File: src/rtl/f2x_arbiter.sv
// f2x_arbiter: two-requester round-robin front end that converts
// IEEE-754 single angles to unsigned fixed point for the CORDIC core.
module f2x_arbiter #(
   parameter int INT_BITS  = 1,
   parameter int FRAC_BITS = 22,
   parameter int WIDTH     = 1 + INT_BITS + FRAC_BITS
) (
   input  logic             clk,
   input  logic             reset,
   input  logic [1:0]       req_valid,
   input  logic [63:0]      req_float,
   output logic [1:0]       req_ready,
   output logic             out_valid,
   input  logic             out_ready,
   output logic [WIDTH-1:0] out_fixed,
   output logic             out_id,
   output logic             out_ovf
);

   logic             s1_v_q, s1_v_d;
   logic [31:0]      s1_float_q, s1_float_d;
   logic             s1_id_q, s1_id_d;
   logic             s2_v_q, s2_v_d;
   logic [WIDTH-1:0] s2_fixed_q, s2_fixed_d;
   logic             s2_id_q, s2_id_d;
   logic             s2_ovf_q, s2_ovf_d;
   logic             last_q, last_d;

   logic             adv1, adv2;
   logic [1:0]       gnt;
   logic             accept;
   logic             acc_id;

   logic [7:0]       cv_exp;
   logic [7:0]       cv_shamt;
   logic [23:0]      cv_mant;
   logic [WIDTH+23:0] cv_wide;
   logic [WIDTH-1:0] cv_fixed;
   logic             cv_ovf;

   assign adv2 = !s2_v_q | out_ready;
   assign adv1 = !s1_v_q | adv2;

   // Round-robin grant: on contention the requester not granted last wins.
   always_comb begin
      gnt = 2'b00;
      case (req_valid)
         2'b11:   gnt = last_q ? 2'b01 : 2'b10;
         2'b01:   gnt = 2'b01;
         2'b10:   gnt = 2'b10;
         default: gnt = 2'b00;
      endcase
   end

   assign req_ready = reset ? 2'b00 : (gnt & {2{adv1}});
   assign accept    = |req_ready;
   assign acc_id    = req_ready[1];

   assign cv_exp   = s1_float_q[30:23];
   assign cv_mant  = {1'b1, s1_float_q[22:0]};
   assign cv_shamt = 8'd128 - cv_exp;

   // Float-to-fixed conversion of the S1 operand (sign ignored).
   always_comb begin
      cv_fixed = '0;
      cv_ovf   = 1'b0;
      cv_wide  = '0;
      if (s1_float_q[30:0] == 31'd0) begin
         cv_fixed = '0;
      end else if (cv_exp[7]) begin
         cv_fixed = {1'b0, {(WIDTH-1){1'b1}}};
         cv_ovf   = 1'b1;
      end else if (cv_shamt < 8'd24) begin
         cv_wide  = {{WIDTH{1'b0}}, (cv_mant >> cv_shamt[4:0])};
         cv_fixed = cv_wide[WIDTH-1:0];
         cv_fixed[WIDTH-1] = 1'b0;
      end
   end

   // Next-state for both pipeline stages and the round-robin pointer.
   always_comb begin
      s1_v_d     = s1_v_q;
      s1_float_d = s1_float_q;
      s1_id_d    = s1_id_q;
      s2_v_d     = s2_v_q;
      s2_fixed_d = s2_fixed_q;
      s2_id_d    = s2_id_q;
      s2_ovf_d   = s2_ovf_q;
      last_d     = last_q;
      if (adv1) begin
         s1_v_d = accept;
         if (accept) begin
            s1_float_d = acc_id ? req_float[63:32] : req_float[31:0];
            s1_id_d    = acc_id;
            last_d     = acc_id;
         end
      end
      if (adv2) begin
         s2_v_d = s1_v_q;
         if (s1_v_q) begin
            s2_fixed_d = cv_fixed;
            s2_id_d    = s1_id_q;
            s2_ovf_d   = cv_ovf;
         end
      end
   end

   // Pipeline registers; reset discards anything in flight.
   always_ff @(posedge clk or posedge reset) begin
      if (reset) begin
         s1_v_q     <= 1'b0;
         s1_float_q <= '0;
         s1_id_q    <= 1'b0;
         s2_v_q     <= 1'b0;
         s2_fixed_q <= '0;
         s2_id_q    <= 1'b0;
         s2_ovf_q   <= 1'b0;
         last_q     <= 1'b1;
      end else begin
         s1_v_q     <= s1_v_d;
         s1_float_q <= s1_float_d;
         s1_id_q    <= s1_id_d;
         s2_v_q     <= s2_v_d;
         s2_fixed_q <= s2_fixed_d;
         s2_id_q    <= s2_id_d;
         s2_ovf_q   <= s2_ovf_d;
         last_q     <= last_d;
      end
   end

   assign out_valid = s2_v_q;
   assign out_fixed = s2_fixed_q;
   assign out_id    = s2_id_q;
   assign out_ovf   = s2_ovf_q;

endmodule

File: config.mk
export PLATFORM = sky130hd
export DESIGN_NAME = f2x_arbiter
export DESIGN_NICKNAME = d
export VERILOG_FILES = /design/src/rtl/f2x_arbiter.sv
export SDC_FILE = /design/constraint.sdc
export NUM_CORES = 1
export LEC_CHECK = 0
export CORE_MARGIN = 5
export CORE_UTILIZATION = 30
export DETAILED_ROUTE_END_ITERATION = 16
export GPL_TIMING_DRIVEN = 0
export SYNTH_ARGS = -nofsm -noshare
export SYNTH_HDL_FRONTEND = slang
export SYNTH_SLANG_ARGS = --single-unit
File: constraint.sdc
create_clock -name clk -period 4.3 [get_ports clk]
set_input_delay 0.86 -clock clk [delete_from_list [all_inputs] [get_ports clk]]
set_output_delay 0.86 -clock clk [all_outputs]
set_load 0.02 [all_outputs]
# Yosys cells after proc, flatten, opt, wreduce, memory -nomap -nowiden
# Cells that the tools add are included.
totals:
  register_bits: 61
  in_bits: 69
  output_inout_bits: 29
  wordCells: 32
classes:
  addsub: 1
  magnitude_cmp: 1
  n_eq_ne: 3
  shifts: 1
  muxes: 9
  n_bitwise: 3
  n_reduce_logical: 6
ops:
  columns: ["cell", "count"]
  rows:
  - ["$mux 23", 3]
  - ["$logic_not 31->1", 1]
  - ["$mux 31", 1]
  - ["$shr 24x5->23", 1]
  - ["$lt 8x5->1 const B", 1]
  - ["$sub 8x8->8 const A", 1]
  - ["$pmux 2 s3", 1]
  - ["$eq 2x2->1 const B", 2]
  - ["$mux 2", 2]
  - ["$reduce_and 2->1", 2]
  - ["$and 2x2->2", 1]
  - ["$eq 2x1->1 const B", 1]
  - ["$logic_not 1->1", 2]
  - ["$mux 1", 2]
  - ["$or 1x1->1", 2]
  - ["$reduce_or 2->1", 1]

# Depth between registers and ports, before layout
# Gate-level depths: netlist (run 1).
depth:
  depth_word: 7
  depth_mapped: 12

# Worst setup path before layout (run 1)
# OpenSTA, ideal clock, no wires.
synth_path:
  kind: "input -> output"
  from: "input reset"
  to: "output req_ready[1]"
  t_arrival_ns: 3.195
  setup_slack_ns: 0.245
  stages: 5
  path_buffers: 2
  path_cell_list: "inv_1 and2_1 and3_1 clkbuf_1 buf_1"
synth_between:
  elab_chain_cells: 1
synth_lines:
  columns: ["item", "line_no", "source"]
  rows:
  - ["from (decl)", "9", "input logic reset,"]
  - ["$mux 2", "55", "assign req_ready = reset ? 2'b00 : (gnt & {2{adv1}});"]
  - ["to (decl)", "12", "output logic [1:0] req_ready,"]
# Every way passes these cells.

# Worst setup path in the final report (run 1)
# Same ends and word-level chain as after synthesis.

==> metrics.txt, run 1 <==
Longest Clk Path Bufs=2; Mapped Nets=472; Reg clk slew, reported paths=50 ps; Slowest cell on crit path=clkdlybuf4s50_1; CTS sink cnt=60; Least-Margin Pin Slew=746.9 ps; Layout Utilization=between 40% and 50%; Layout area overhead=37.65%; wire per inst=17.26 um; Fillers=~1300; CTS H-Tree Depth=3; number of global-route vias before repair=3744; LEAKAGE=~2.3 nW; Ports=98; M2 GR Usage=24.97%; CP max FO=36; # DRC=0; Worst path top cell family by delay=buffers and inverters; Synth cell types=about 50; WP data arrival=3220 ps; quantity of I/O buffers inserted on ports=94; maxcap violations=0; final instance area=5430 um^2; headroom to the max-slew limit=49.78%; overall routed net length=11770 um; Critical Path Most Common Cell=clkdlybuf4s50_1; initial antenna violation count=0; width of the chip=124.7 um; worst hold slack=468.8 ps; period utilization=94.78%; Die H=124.7 um; Initial DRC Count=approximately 170; HP Class=flop to flop; Post-synth EDFFs=0; Syn. warnings=0; crit path time final=around 4000 ps; final layout net count=576; clock latency on the worst-skew pair=between 300 and 400 ps; initial core utilization=between 30% and 40%; FP Rows=41; post-CTS setup buffer count=0; CTS root buf=clkbuf_16; Final Instance Count excl. Fillers=about 700; CP peak stage delay=640 ps; largest net degree at the start of global routing=37; crit path launch type=input port; Mapped Area=~4000 um^2; post-synthesis register bit count=60; Cell Chain, Critical Path=clkdlybuf4s50_1 > clkinv_4 > buf_12 > and2_1 > and3_2 > buf_2 > clkdlybuf4s50_1; GRT overflow=0; Hold Fails Final Rpt=0; Setup crit end kind=output port; detailed placer's ending HPWL=between 9000 and 10000 um; Async SR Flop Fraction=100.0%; Routed Antenna Nets=0; final setup vio count=0; met1 usage=20.41%; placed cell area=5121 um^2; Multi-input gate area=2242 um^2; Mapped Avg Cell Area=9.838 um^2; ant diodes=0; via-per-instance ratio=approximately 5; cell area power density=722.9 nW/um^2; Placed Cells=between 600 and 700; Synth Flop Type=dfrtp_1; vias=3498; RSZ-0062 raised after global routing=no; post-synthesis cell count=between 400 and 500; GRT Util Overall=roughly 15%; number of buffers and inverters on the critical path=5; CP Class=input port to output port; Num CTS Buffers=9; core area=~13000 um^2; Seq. cell area=1503 um^2; global route hottest layer=met2; Final Power=roughly 4 mW; Initial DRT Pass Iterations=4; status=completed; first-pass GRT wire length=19600 um; Data required, critical path=3440 ps; max frequency=245.4 MHz; CTS tree=yes; die area=15540 um^2; register area share after synthesis=38.09%; layout cells sized above 1=a little over an eighth; routability cong.=between 0.9 and 1; Worst Clk Skew=6.900 ps; met3 usage=a little under 4%; Max IR drop VDD=approximately 240 uV; Max Slew Vio Count=0
==> what timing repair did <==
action	4_1_cts	5_1_grt
resized for setup	4	2
setup endpoints to repair	2	2
gates cloned	0	0
hold buffers	0	0
==> path summary, 6_finish.rpt <==
kind,slack (ps),from,depth (start not counted),to
max,220,reset,7,req_ready[1]
min reg2reg,470,out_ovf,2,out_ovf
min,470,out_ovf,2,out_ovf
max reg2reg,530,s1_float_q[23],11,out_fixed[4]
max in group asynchronous,2960,reset,3,last_q
min in group asynchronous,830,reset,2,out_fixed[11]
==> registers in the layout, summed over array words and instances, names as in the netlist <==
signal	flops
last_q	1
out_ovf	1
out_id	1
s1_id_q	1
s1_v_q	1
out_valid	1
out_fixed	23
s1_float_q	31
==> worst register-to-register path: cells and delay by family (launching register included) <==
| family | cells | cell delay (ps) |
|---|---|---|
| AOI/OAI and AO/OA | 2 | 530 |
| adders and majority gates | 2 | 760 |
| buffers and inverters | 5 | 1330 |
| DFF | 1 | 340 |
| muxes | 2 | 690 |
==> synth_stat cells, types with 4 or more instances <==
master / number / share of area (%)
o221ai_1: 4 / 0.89
o21ai_0: 40 / 5.1
mux4_2: 14 / 8.0
a221o_1: 4 / 1.0
dfrtp_1: 59 / 37
clkbuf_1: 14 / 1.3
mux2_2: 15 / 4.3
nor2_1: 7 / 0.67
mux2i_1: 48 / 12
nand2b_1: 4 / 0.63
nor4_1: 5 / 0.79
nand2_1: 65 / 6.2
buf_2: 9 / 1.1
a21oi_1: 23 / 2.9
nand3_1: 7 / 0.89
inv_1: 9 / 0.86
buf_4: 4 / 0.76
o31ai_1: 14 / 2.7
==> cell usage in the layout, fill, tap and decap left out, types with 10 or more instances in the layout <==
cell and count:
nand2_1 65, a21oi_1 23, mux4_2 14, dfrtp_1 59, mux2i_1 48, clkbuf_1 13
buf_2 10, o31ai_1 14, o21ai_0 40, mux2_2 15, clkdlybuf4s50_1 94
==> power breakdown <==
| group | internal [mW] | switching, mW |
|---|---|---|
| sequential | 0.777 | 0.199 |
| clock | 0.478 | 0.252 |
| combinational | 1.04 | 1.18 |
==> layout make-up <==
cell class,count,share of cell area (%)
timing repair buffer,95,17.70
sequential,60,27.67
clock inverter,4,0.8756
inverter,10,0.7834
clock buffer,12,4.724
tap,172,3.963
buffer,30,2.995
multi-input combinational,299,41.29
==> kinds of logic (layout without fill, tap and decap cells) <==
logic type / Yosys count / count (layout) / share of synthesized area [%]
compound gates: 108 / 108 / 17.76
xor+xnor: 5 / 5 / 1.110
fa+ha+maj: 2 / 2 / 0.6342
buf+inv: 42 / 151 / 5.233
flops: 60 / 60 / 38.09
mux: 77 / 77 / 24.45
other cells: 1 / 1 / 0.09506
simple gates: 106 / 106 / 12.62
==> through the flow <==
| stage | TNS, ps | setup WS (ps) |
|---|---|---|
| 6_report | 0 | 224.4 |
| 3_5_place_dp | -664.9 | -530.5 |
| 2_1_floorplan | 0 | 245.4 |
| 5_1_grt | 0 | 35.91 |
| 3_3_place_gp | -10770 | -1585 |
| 4_1_cts | 0 | 67.99 |
==> per-layer routing <==
layer	routed length, um	vias up	part of all wire [%]
li1	-	1696	-
met5	0	-	0
met4	238	0	2.0
met2	5518	111	47
met1	5402	1669	46
met3	610	22	5.2
(Power assumes the default switching activity.)
==> run 2, diff against run 1 <==
--- a/config.mk
+++ b/config.mk
@@ -5,8 +5,11 @@
 export SDC_FILE = /design/constraint.sdc
 export NUM_CORES = 1
 export LEC_CHECK = 0
+export ABC_AREA = 0
+export CORE_ASPECT_RATIO = 1.25
 export CORE_MARGIN = 5
 export CORE_UTILIZATION = 30
+export CTS_BUF_LIST = sky130_fd_sc_hd__clkbuf_4 sky130_fd_sc_hd__clkbuf_8
 export DETAILED_ROUTE_END_ITERATION = 16
 export GPL_TIMING_DRIVEN = 0
 export SYNTH_ARGS = -nofsm -noshare
==> run 2 against run 1 <==
Against the previous run:
- clock power fell by 34%
- non-clock buffer count decreased by 1
- combinational power hardly changed
- routed wire length increased by 2.2%
- largest power group unchanged
==> metrics.txt, run 2 (same netlist as run 1, synthesis figures left out) <==
fin worst setup slack=roughly 230 ps; CTS sink cnt=60; Max IR drop VDD=237.7 uV; HP Class=flop to flop; post-CTS sizing=3; commonest non-fill, non-tap cell in the layout=clkdlybuf4s50_1; DR top layer=met4; Initial DRC Count=130; Hold Fails Final Rpt=0; max frequency=about 250 MHz; Num CTS Buffers=9; Final Instance Count excl. Fillers=676; internal power=2.087 mW; dpl ws=-483.8 ps; Data required, critical path=3440 ps; Sw Ratio=between 40% and 50%; number of global-route vias before repair=3657; Reg power frac=approximately a quarter; quantity of I/O buffers inserted on ports=94; largest reg by FF count=s1_float_q; core area=~13000 um^2; initial core utilization=30.88%; detailed placer's ending HPWL=9770 um; CP max FO=31; Reg clk slew, reported paths=60 ps; via-per-instance ratio=approximately 5.1; commonest cells after routing, fill and taps aside=clkdlybuf4s50_1 (94), nand2_1 (65), dfrtp_1 (59); final layout net count=575; headroom to the max-slew limit=between 30 and 40%; # DRC=0; ant diodes=0; GRT Util Overall=15.92%; vias=3471; Worst Hold Depth=2; routability cong.=0.9543; worst hold slack=479.7 ps; R2R Path End=out_fixed[4]; Placed Cells=664; Routed Antenna Nets=0; Layout area overhead=34.54%; first-pass GRT wire length=19790 um; RSZ-0062 raised after global routing=no; Least-Margin Pin Slew=~940 ps; Longest Clk Path Bufs=2; period utilization=between 90% and 100%; Max Slew Vio Count=0; placed cell area=roughly 5100 um^2; Worst Clk Skew=5.974 ps; Die H=138.2 um; CTS tree=yes; maxcap violations=0; GRT overflow=0; final setup vio count=0; R2R Path Start=s1_float_q[23]; wire per inst=17.79 um; clock latency on the worst-skew pair=340 ps; LEAKAGE=2.241 nW; number of hold buffers added after CTS=0; WP data arrival=3210 ps; met1 WL=5168 um; FP Rows=46; Setup crit end kind=output port; internal reg-to-reg setup slack=430 ps; max reg flops=31; hold path endpoint=out_ovf; CTS H-Tree Depth=3; initial antenna violation count=0; Net Sw Power=1.609 mW; Comb power frac=~60%; cell area power density=between 600 and 700 nW/um^2; die area=15560 um^2; status=completed; Initial DRT Pass Iterations=4; width of the chip=112.6 um; layout cells sized above 1=a little over an eighth; overall routed net length=12030 um; crit path launch type=input port; largest net degree at the start of global routing=32; clock share of power=13.1%; DR WL met3=348 um; CP Class=input port to output port; DR WL met2=approximately 6200 um; Layout Utilization=41.54%; Ports=slightly below 100; CTS root buf=clkbuf_8; post-CTS setup buffer count=0; Worst Reg-to-Reg Cells=11; hold path start=out_ovf; final instance area=~5300 um^2; crit path time final=slightly above 4000 ps
## run 2: cell count changes in the layout (fill, tap and decap cells not counted)
| cell | before | now |
|---|---|---|
| clkinvlp_4 | 1 | 0 |
| buf_2 | 10 | 9 |
| clkbuf_4 | 0 | 1 |
| clkbuf_16 | 9 | 0 |
| bufinv_16 | 1 | 0 |
| clkbuf_1 | 13 | 12 |
| inv_6 | 0 | 1 |
| clkinv_4 | 1 | 0 |
| clkbuf_8 | 2 | 13 |
| clkinv_2 | 2 | 1 |
## run 2: worst max path at each step
stage	start	endpoint	slack [ps]
2_1_floorplan	reset	req_ready[1]	250
3_3_place_gp	reset	req_ready[1]	-1510
3_5_place_dp	reset	req_ready[1]	-480
4_1_cts	reset	req_ready[1]	0.4
5_1_grt	reset	req_ready[0]	40
6_report	reset	req_ready[0]	230
## run 2: metal layers
metal,track usage (%),up-vias
li1,-,1689
met1,19.80,1688
met2,27.34,75
met3,2.750,19
met4,6.076,0
met5,0,-
## run 2: stage by stage
step | total power, mW | setup TNS, ps
after global placement | 3.200 | -10770
after global routing | 3.955 | 0
after CTS | 3.718 | 0
after floorplan | 2.450 | 0
after detailed placement | 3.218 | -624.5
final | 3.696 | 0
## run 2: power groups by stage
stage | registers, mW | clock network [mW] | logic, mW
detailed placement | 0.991 | 0 | 2.23
global placement | 0.979 | 0 | 2.22
global route | 1.01 | 0.523 | 2.42
floorplan | 1.06 | 0 | 1.39
finish | 0.980 | 0.485 | 2.23
CTS | 0.983 | 0.498 | 2.24
## run 2: area by class of cell
class                           instances  area [um^2]
Inverter                               10        42.54
Sequential cell                        60         1503
Clock inverter                          1        5.005
Multi-Input combinational cell        299         2242
Buffer                                 29        157.7
Clock buffer                           14        186.4
Fill cell                            1286         7470
Tap cell                              168        210.2
Timing Repair Buffer                   95        960.9
## run 2: worst max-delay path: stages
cell and delay, ps:
clkdlybuf4s50_1 470, inv_6 250, buf_12 240, and2_1 200, nand3_2 220, buf_2 290
inv_1 80, clkdlybuf4s50_1 600
==> run 3, diff against run 2 <==
--- a/config.mk
+++ b/config.mk
@@ -6,12 +6,16 @@
 export NUM_CORES = 1
 export LEC_CHECK = 0
 export ABC_AREA = 0
+export CELL_PAD_IN_SITES_DETAIL_PLACEMENT = 1
+export CELL_PAD_IN_SITES_GLOBAL_PLACEMENT = 1
 export CORE_ASPECT_RATIO = 1.25
 export CORE_MARGIN = 5
 export CORE_UTILIZATION = 30
 export CTS_BUF_LIST = sky130_fd_sc_hd__clkbuf_4 sky130_fd_sc_hd__clkbuf_8
 export DETAILED_ROUTE_END_ITERATION = 16
 export GPL_TIMING_DRIVEN = 0
+export PLACE_DENSITY_LB_ADDON = 0.1
+export SKIP_CTS_REPAIR_TIMING = 1
 export SYNTH_ARGS = -nofsm -noshare
 export SYNTH_HDL_FRONTEND = slang
 export SYNTH_SLANG_ARGS = --single-unit
==> run 3 against run 2 <==
Against the previous run:
- sequential cell count is the same
- critical endpoint unchanged
- cell count rose by 0.30%
- worst hold slack worse by 11 ps
- largest cell class unchanged
- largest power group unchanged
- non-clock buffer count is 1 higher
- die area is the same
- routed wire length rose by 6.4%
- clock power rose by 16%
==> metrics.txt, run 3 (same netlist as run 1, synthesis figures left out) <==
max frequency=244.4 MHz; hold path start=last_q; Critical Path Most Common Cell=clkdlybuf4s50_1; Initial DRC Count=approximately 190; maxcap violations=0; cell area power density=between 700 and 800 nW/um^2; Final Power=3.774 mW; CTS sink cnt=60; initial antenna violation count=0; Placed Cells=664; # DRC=0; number of buffers and inverters on the critical path=6; LEAKAGE=around 2.3 nW; Initial DRT Pass Iterations=4; CP startpoint=reset; detailed placer's ending HPWL=10360 um; Worst path top cell family by delay=buffers and inverters; CTS root buf=clkbuf_8; clock latency on the worst-skew pair=350 ps; vias=roughly 3500; Max IR drop VDD=212.8 uV; routability cong.=0.8647; Worst Clk Skew=10.84 ps; CP peak stage delay=540 ps; GRT overflow=0; Fillers=around 1500; width of the chip=112.6 um; placed cell area=between 5000 and 6000 um^2; final instance area=5343 um^2; Ports=98; CP Class=input port to output port; RSZ-0062 raised after global routing=no; wire per inst=between 15 and 20 um; CTS tree=yes; GRT Util Overall=16.73%; WP data arrival=roughly 3200 ps; crit path launch type=input port; final layout net count=576; hold path endpoint=last_q; Layout area overhead=35.43%; Cell Chain, Critical Path=clkdlybuf4s50_1 > clkinv_4 > buf_12 > and2_1 > nand3_2 > buf_2 > inv_1 > clkdlybuf4s50_1; first-pass GRT wire length=slightly above 20000 um; initial core utilization=30.88%; Worst Reg-to-Reg Cells=11; layout cells sized above 1=between 10 and 15%; crit path time final=between 4000 and 5000 ps; largest reg by FF count=s1_float_q; number of global-route vias before repair=between 3000 and 4000; Setup crit end kind=output port; Die H=138.2 um; core area=12780 um^2; Hold Fails Final Rpt=0; internal reg-to-reg setup slack=just over 500 ps; overall routed net length=12790 um; Reg clk slew, reported paths=around 70 ps; final setup vio count=0; Least-Margin Pin Slew=between 900 and 1000 ps; die area=15560 um^2; Final Instance Count excl. Fillers=678; Max Slew Vio Count=0; headroom to the max-slew limit=a little under two fifths; max reg flops=31; CTS H-Tree Depth=3; Slowest cell on crit path=clkdlybuf4s50_1; status=completed; Seq. cell area=1503 um^2; R2R Path End=out_fixed[1]; commonest cells after routing, fill and taps aside=clkdlybuf4s50_1 (94), nand2_1 (65), dfrtp_1 (59); Longest Clk Path Bufs=2; HP Class=flop to flop; Multi-input gate area=2242 um^2; via-per-instance ratio=5.168; period utilization=between 90% and 100%; Num CTS Buffers=9; quantity of I/O buffers inserted on ports=94; CP max FO=36; Data required, critical path=3440 ps; ant diodes=0; worst hold slack=469.2 ps; R2R Path Start=s1_float_q[23]; Routed Antenna Nets=0; commonest non-fill, non-tap cell in the layout=clkdlybuf4s50_1; largest net degree at the start of global routing=37; Worst Hold Depth=2; FP Rows=46
==> run 3: cell count changes in the layout (fill, tap and decap cells not counted) <==
cell | before | now
inv_6 | 1 | 0
clkinv_4 | 0 | 1
bufinv_16 | 0 | 1
clkinvlp_4 | 0 | 1
clkbuf_2 | 0 | 1
clkbuf_4 | 1 | 0
==> run 3: worst reg2reg max path, stage by stage (launching register included) <==
cell	delay (ps)
dfrtp_1	340
buf_6	150
clkinv_1	250
buf_1	320
ha_1	350
ha_1	440
buf_2	300
buf_2	310
mux2i_1	120
o21ai_0	520
o221ai_1	240
a221o_1	350
==> run 3: per-layer routing <==
metal  up-vias  global-route usage [%]  share of wire [%]
li1       1698                       -                  -
met4         0                   4.747                1.1
met3        10                   2.750                3.6
met1      1720                   20.55                 42
met5         -                       0                  0
met2        76                   29.93                 53
==> run 3: how the worst max path moves through the flow <==
| stage | to | slack, ps | depth (start not counted) |
|---|---|---|---|
| after CTS | req_ready[1] | -400 | 8 |
| after detailed placement | req_ready[1] | -380 | 8 |
| after global routing | req_ready[0] | 6 | 8 |
| after floorplan | req_ready[1] | 250 | 5 |
| final | req_ready[0] | 210 | 8 |
| after global placement | req_ready[1] | -1590 | 7 |
==> run 3: layout make-up <==
class | count | area share, %
Buffer | 30 | 3.044
Clock buffer | 13 | 3.349
Clock inverter | 3 | 0.7963
Inverter | 10 | 0.7963
Multi-Input combinational cell | 299 | 41.97
Sequential cell | 60 | 28.13
Tap cell | 168 | 3.934
Timing Repair Buffer | 95 | 17.99
==> run 3: per-stage QoR <==
| step | TNS [ps] | util (%) | setup WS [ps] |
|---|---|---|---|
| global placement | -12740 | 39.88 | -1591 |
| finish | 0 | 41.81 | 209.1 |
| global route | 0 | 41.81 | 6.443 |
| floorplan | 0 | - | 245.4 |
| detailed placement | -518.8 | 40.04 | -383.2 |
| CTS | -549.2 | 41.77 | -397.2 |
==> run 3: power by group <==
part           internal (mW)  total (mW)  switching [mW]
clock network          0.330       0.564           0.234
logic                   1.04        2.23            1.19
registers              0.775       0.980           0.204
